`src/rtl/mat_frame_ctrl.sv`:
```
// Double-buffered frame controller for the 8x16 LED matrix row scanner.
// The host fills the back bank over a valid/ready port and commits. Banks swap only
// on a frame tick, and the displayed front bank can be rotated left one column at a time.
module mat_frame_ctrl #(
    parameter int unsigned FRAME_TICKS = 40008,
    parameter int unsigned SCROLL_DIV  = 4
) (
    input  logic        clock,
    input  logic        rst_n,
    input  logic        wr_valid,
    output logic        wr_ready,
    input  logic [2:0]  wr_row,
    input  logic [15:0] wr_data,
    input  logic        commit,
    input  logic        scroll_en,
    output logic        busy,
    output logic        frame_sync,
    output logic [15:0] m0,
    output logic [15:0] m1,
    output logic [15:0] m2,
    output logic [15:0] m3,
    output logic [15:0] m4,
    output logic [15:0] m5,
    output logic [15:0] m6,
    output logic [15:0] m7
);

    localparam int unsigned ROWS = 8;
    localparam int unsigned COLS = 16;
    localparam int unsigned TW   = $clog2(FRAME_TICKS);
    localparam int unsigned DW   = (SCROLL_DIV > 1) ? $clog2(SCROLL_DIV) : 1;

    typedef enum logic [1:0] {
        IDLE = 2'd0,
        PEND = 2'd1,
        SWAP = 2'd2
    } state_t;

    state_t            state_q;
    state_t            state_d;
    logic [TW-1:0]     tick_cnt;
    logic [DW-1:0]     div_cnt;
    logic [3:0]        scroll_off;
    logic              front_sel;
    logic [COLS-1:0]   bank0 [ROWS];
    logic [COLS-1:0]   bank1 [ROWS];
    logic [COLS-1:0]   m_q   [ROWS];
    logic              tick_c;
    logic              wr_en_c;
    logic              swap_c;

    // Rotate a row left by the scroll offset.
    function automatic logic [COLS-1:0] rotl(input logic [COLS-1:0] d, input logic [3:0] s);
        logic [2*COLS-1:0] dd;
        dd = {d, d} << s;
        return dd[2*COLS-1:COLS];
    endfunction

    assign tick_c = (tick_cnt == TW'(FRAME_TICKS - 1));

    // Frame tick counter, free running.
    always_ff @(posedge clock) begin
        if (!rst_n) begin
            tick_cnt <= '0;
        end else if (tick_c) begin
            tick_cnt <= '0;
        end else begin
            tick_cnt <= tick_cnt + TW'(1);
        end
    end

    // Next-state logic; swap is taken on the PEND->SWAP edge so frame_sync marks the new frame.
    always_comb begin
        state_d = state_q;
        wr_en_c = 1'b0;
        swap_c  = 1'b0;
        case (state_q)
            IDLE: begin
                wr_en_c = wr_valid & wr_ready;
                if (commit) begin
                    state_d = PEND;
                end
            end
            PEND: begin
                if (tick_c) begin
                    state_d = SWAP;
                    swap_c  = 1'b1;
                end
            end
            SWAP:    state_d = IDLE;
            default: state_d = IDLE;
        endcase
    end

    // State register and registered status outputs that track it.
    always_ff @(posedge clock) begin
        if (!rst_n) begin
            state_q    <= IDLE;
            wr_ready   <= 1'b0;
            busy       <= 1'b0;
            frame_sync <= 1'b0;
        end else begin
            state_q    <= state_d;
            wr_ready   <= (state_d == IDLE);
            busy       <= (state_d == PEND);
            frame_sync <= (state_d == SWAP);
        end
    end

    // Bank select and scroll position; a swap restarts scrolling from column 0.
    always_ff @(posedge clock) begin
        if (!rst_n) begin
            front_sel  <= 1'b0;
            div_cnt    <= '0;
            scroll_off <= '0;
        end else if (swap_c) begin
            front_sel  <= ~front_sel;
            div_cnt    <= '0;
            scroll_off <= '0;
        end else if (tick_c && scroll_en && (state_q != SWAP)) begin
            if (div_cnt == DW'(SCROLL_DIV - 1)) begin
                div_cnt    <= '0;
                scroll_off <= scroll_off + 4'd1;
            end else begin
                div_cnt <= div_cnt + DW'(1);
            end
        end
    end

    // Host writes land in whichever bank is currently the back bank.
    always_ff @(posedge clock) begin
        if (!rst_n) begin
            for (int r = 0; r < ROWS; r++) begin
                bank0[r] <= '0;
                bank1[r] <= '0;
            end
        end else if (wr_en_c) begin
            if (front_sel) begin
                bank0[wr_row] <= wr_data;
            end else begin
                bank1[wr_row] <= wr_data;
            end
        end
    end

    // Registered, rotated view of the front bank for the scanner.
    always_ff @(posedge clock) begin
        for (int r = 0; r < ROWS; r++) begin
            if (!rst_n) begin
                m_q[r] <= '0;
            end else begin
                m_q[r] <= rotl(front_sel ? bank1[r] : bank0[r], scroll_off);
            end
        end
    end

    assign m0 = m_q[0];
    assign m1 = m_q[1];
    assign m2 = m_q[2];
    assign m3 = m_q[3];
    assign m4 = m_q[4];
    assign m5 = m_q[5];
    assign m6 = m_q[6];
    assign m7 = m_q[7];

endmodule

```
`config.mk`:
```
export PLATFORM = sky130hd
export DESIGN_NAME = mat_frame_ctrl
export DESIGN_NICKNAME = d
export VERILOG_FILES = /design/src/rtl/mat_frame_ctrl.sv
export SDC_FILE = /design/constraint.sdc
export NUM_CORES = 1
export LEC_CHECK = 0
export BUFFER_PORTS_ARGS = -buffer_cell sky130_fd_sc_hd__buf_2
export CELL_PAD_IN_SITES_DETAIL_PLACEMENT = 0
export CELL_PAD_IN_SITES_GLOBAL_PLACEMENT = 1
export CORE_UTILIZATION = 54
export DETAILED_ROUTE_END_ITERATION = 7
export GPL_ROUTABILITY_DRIVEN = 0
export PLACE_DENSITY = 0.93
export SLEW_MARGIN = 20
export SYNTH_ARGS = -nofsm -noshare
export SYNTH_HDL_FRONTEND = slang
export SYNTH_SLANG_ARGS = --single-unit
```
`constraint.sdc`:
```
create_clock -name clock -period 6.05 [get_ports clock]
set_input_delay 0.605 -clock clock [delete_from_list [all_inputs] [get_ports clock]]
set_output_delay 0.605 -clock clock [all_outputs]
set_load 0.03 [all_outputs]
```
==> PnR_summary.wiki <==
{| class="wikitable"
! Metric !! Value
|-
| Critical path startpoint category || register
|-
| Sequential area share after synthesis || 47.8%
|-
| Total congestion overflow || 0
|-
| Setup violations, final || 0
|-
| P per Cell Area || around 250 nW/um^2
|-
| Antenna diodes || 0
|-
| Final critical-path setup slack || 2.55 ns
|-
| HPWL after detailed placement || 36,500 um
|-
| Achievable frequency || between 0.2 and 0.3 GHz
|-
| Worst rel slew slack || a little over a third
|-
| Tightest Pin Transition || approximately 0.97 ns
|-
| Via count || 16,033
|-
| Clock slew seen by the registers of the worst setup and hold paths || 0.06 ns
|-
| VDD IR-drop max || roughly 0.16 mV
|-
| Cells on worst reg2reg path || 4
|-
| Clk Latency, worst-skew pair || 0.57 ns
|-
| Average wire per standard cell || 22.4 um
|-
| Wire length of the first global-routing pass || between 80,000 and 90,000 um
|-
| Total DRC errors in the routed layout || 8
|-
| Maximum fanout count along the critical path || 39
|-
| End of the worst hold path || div_cnt[1]$_SDFFE_PP0P_
|-
| Die Ht || roughly 210 um
|-
| Net count of the finished layout || about 2,000
|-
| Violations in the final reports || design-rule violations
|-
| CTS Buffer Depth || 3
|-
| Hold Crit Start || scroll_en
|-
| Via count of the first global-routing pass || between 10,000 and 15,000
|-
| Number of instances on the worst hold path || 3
|-
| Largest net degree at the start of global routing || 129
|-
| Type of element capturing the critical path || register
|-
| Clock tree from TritonCTS || done
|-
| Setup slack of the most critical reg-to-reg path || approximately 2.5 ns
|-
| Number of placement rows || 74
|-
| Cells resized by post-CTS repair || 0
|-
| Area taken by multi-input logic gates || 10,900 sq um
|-
| Synth Register Bits || slightly above 400
|-
| Clock root buffer || sky130_fd_sc_hd__clkbuf_16
|-
| Htree depth || 2
|-
| Synthesized area per cell || between 10 and 15 sq um
|-
| Synthesized instance count || around 1,900
|-
| Hold Fails Final Rpt || 0
|-
| Post-CTS Setup Inserts || 0
|-
| Effective utilization at floorplan || a little under three fifths
|-
| Asr flop ratio synth || 0%
|-
| Core box area || between 40,000 and 50,000 sq um
|-
| Run status || finished, violations left
|-
| Main flop type after synthesis || sky130_fd_sc_hd__edfxtp_1
|-
| Floorplan die area || between 40,000 and 50,000 sq um
|-
| Most common cell after layout, fill and taps aside || sky130_fd_sc_hd__and2_1
|-
| Post-Synthesis Cell Area || around 23,000 sq um
|-
| Footprint of the flip-flops and latches || 10,800 sq um
|-
| Quantity of I/O buffers inserted on ports || between 150 and 200
|-
| Dpl ws || 2.49 ns
|-
| Number of buffers inserted during clock tree synthesis || 41
|-
| Distinct cell type count after synthesis || between 40 and 50
|-
| R2r endpoint || bank0[7][3]$_SDFFCE_PN0P_
|-
| Post-synthesis net count || roughly 1,900
|-
| Fin Setup TNS || 0 ns
|-
| Detailed-route vias per instance || approximately 6.4
|-
| Count of flip-flops with a built-in enable after synthesis || between 200 and 300
|-
| IO Count || about 160
|-
| CTS Hold Bufs || 0
|-
| Max-capacitance violation count || 0
|-
| Total leakage power || approximately 9.2 nW
|-
| Total count of max-transition violations in the final report || 0
|-
| Die width || just over 200 um
|-
| Detailed Route Iter0 Violations || 1,741
|-
| Global-route total usage across every layer || roughly a quarter
|-
| Commonest non-fill, non-tap cells in the layout || sky130_fd_sc_hd__and2_1, sky130_fd_sc_hd__edfxtp_1, sky130_fd_sc_hd__mux2_1, sky130_fd_sc_hd__dfxtp_1, sky130_fd_sc_hd__buf_2
|-
| Category of the most critical setup path || register to register
|-
| Signed area change from the synthesized netlist to the final layout || 9.72%
|-
| Final worst-path cycle share || approximately 58%
|-
| Clock tree skew after final layout || approximately 0.022 ns
|-
| Filler Cell Count || 3,130
|-
| Classification of the worst-slack hold path || primary input to register
|-
| Startpoint of the lowest-slack register-to-register path || front_sel$_SDFFE_PN0P_
|-
| Router iterations before antenna repair || 8
|-
| Sinks on Clock Net || 412
|-
| Aggregate routed wire length || between 50,000 and 60,000 um
|-
| Required time of the worst setup path || about 6.2 ns
|-
| Overall Power || ~0.0063 W
|-
| Arrival time worst endpoint || between 3 and 4 ns
|-
| Unrepaired setup endpoints after global routing || false
|-
| Number of warnings issued by yosys || 0
|-
| Post-layout min period || about 3.5 ns
|-
| Final hold slack || approximately 0.37 ns
|-
| Antenna violations before repair || 0
|-
| Antenna viol nets, final || 0
|-
| Ratio of cells with drive above 1 in the final layout || around 22%
|}
==> power breakdown <==
part | switching [W] | internal (W)
Combinational | 0.000299 | 0.000134
Sequential | 0.0000456 | 0.00307
Clock | 0.00108 | 0.00167
Total | 0.00143 | 0.00487
==> per-stage QoR <==
step / cell area (sq um) / instances / util [%]
after floorplan: 22600 / 1895 / -
after global placement: 23300 / 2416 / 56.8
after detailed placement: 23300 / 2416 / 56.8
after CTS: 24800 / 2492 / 60.4
after global routing: 24800 / 2492 / 60.5
final: 24800 / 2492 / 60.5
==> logic make-up (layout without fill, tap and decap cells) <==
family	count (synthesis)	count (layout)	synth area share [%]
buffers and inverters	183	248	3.97
AND/OR/NAND/NOR	617	617	15.0
adder cells (fa/ha/maj)	3	3	0.166
XOR/XNOR	9	9	0.349
multiplexers	384	384	25.5
AO/OA/AOI/OAI	287	287	7.18
flip-flops	412	412	47.8
==> synthesized netlist by cell type (4+ instances only) <==
cell type                  number  share of area [%]
sky130_fd_sc_hd__nand2b_1      18               0.50
sky130_fd_sc_hd__and2_1       257                7.1
sky130_fd_sc_hd__nand2_1       12               0.20
sky130_fd_sc_hd__nand3_1        7               0.15
sky130_fd_sc_hd__clkbuf_1     112                1.9
sky130_fd_sc_hd__dfxtp_1      156                 14
sky130_fd_sc_hd__nor3_2         6               0.27
sky130_fd_sc_hd__inv_1          7               0.12
sky130_fd_sc_hd__o22ai_1      128                3.5
sky130_fd_sc_hd__o21ai_1      124                2.7
sky130_fd_sc_hd__or4_1          6               0.20
sky130_fd_sc_hd__or3_1          4               0.11
sky130_fd_sc_hd__edfxtp_1     256                 34
sky130_fd_sc_hd__and3_1         9               0.25
sky130_fd_sc_hd__buf_6         24                1.2
sky130_fd_sc_hd__nor4_2         4               0.22
sky130_fd_sc_hd__a21oi_1       14               0.31
sky130_fd_sc_hd__o21ai_0       12               0.27
sky130_fd_sc_hd__buf_1         15               0.25
sky130_fd_sc_hd__mux4_2       128                 13
sky130_fd_sc_hd__nor2_1       144                2.4
sky130_fd_sc_hd__mux2_2        50                2.5
sky130_fd_sc_hd__o31ai_1        5               0.17
sky130_fd_sc_hd__buf_2         24               0.53
sky130_fd_sc_hd__mux2_1       205                 10
sky130_fd_sc_hd__xnor2_1        6               0.23
sky130_fd_sc_hd__nor3_1       132                2.9
==> sequential cells by signal (all words and copies together) (netlist names) <==
register    cells
state_q         2
busy            1
tick_cnt       16
div_cnt         2
bank0         128
wr_ready        1
m_q           128
front_sel       1
scroll_off      4
frame_sync      1
bank1         128
==> metal layers <==
metal	up-vias	share of wire (%)	track usage, %
met1	7815	40	35.6
met3	147	8.6	3.83
li1	7196	-	-
met4	0	3.9	11.6
met5	-	0	0
met2	875	48	41.9
==> area by class of cell <==
class | instances | share of cell area [%]
Tap cell | 532 | 2.68
Sequential cell | 412 | 43.6
Multi-Input combinational cell | 1300 | 44.1
Timing Repair Buffer | 165 | 3.52
Clock buffer | 56 | 4.74
Clock inverter | 20 | 1.19
Inverter | 7 | 0.106
==> how the worst max path moves through the flow <==
| stage | start | end | slack (ns) | depth (start not counted) |
|---|---|---|---|---|
| after floorplan | rst_n | bank1[5][0]$_SDFFCE_PN0P_ | 3.66 | 6 |
| after global placement | rst_n | bank1[1][5]$_SDFFCE_PN0P_ | 2.64 | 5 |
| after detailed placement | front_sel$_SDFFE_PN0P_ | bank0[6][5]$_SDFFCE_PN0P_ | 2.49 | 4 |
| after CTS | front_sel$_SDFFE_PN0P_ | bank0[6][14]$_SDFFCE_PN0P_ | 2.45 | 4 |
| after global routing | front_sel$_SDFFE_PN0P_ | bank0[7][3]$_SDFFCE_PN0P_ | 2.20 | 4 |
| final | front_sel$_SDFFE_PN0P_ | bank0[7][3]$_SDFFCE_PN0P_ | 2.55 | 4 |
==> worst max-delay path, stage by stage, from the launching register on <==
cell	delay, ns
sky130_fd_sc_hd__dfxtp_4	0.75
sky130_fd_sc_hd__buf_4	0.58
sky130_fd_sc_hd__nand3_2	0.37
sky130_fd_sc_hd__nor3_2	0.73
sky130_fd_sc_hd__nand2b_1	0.66
Note: power is estimated with default switching activity, not from simulation.
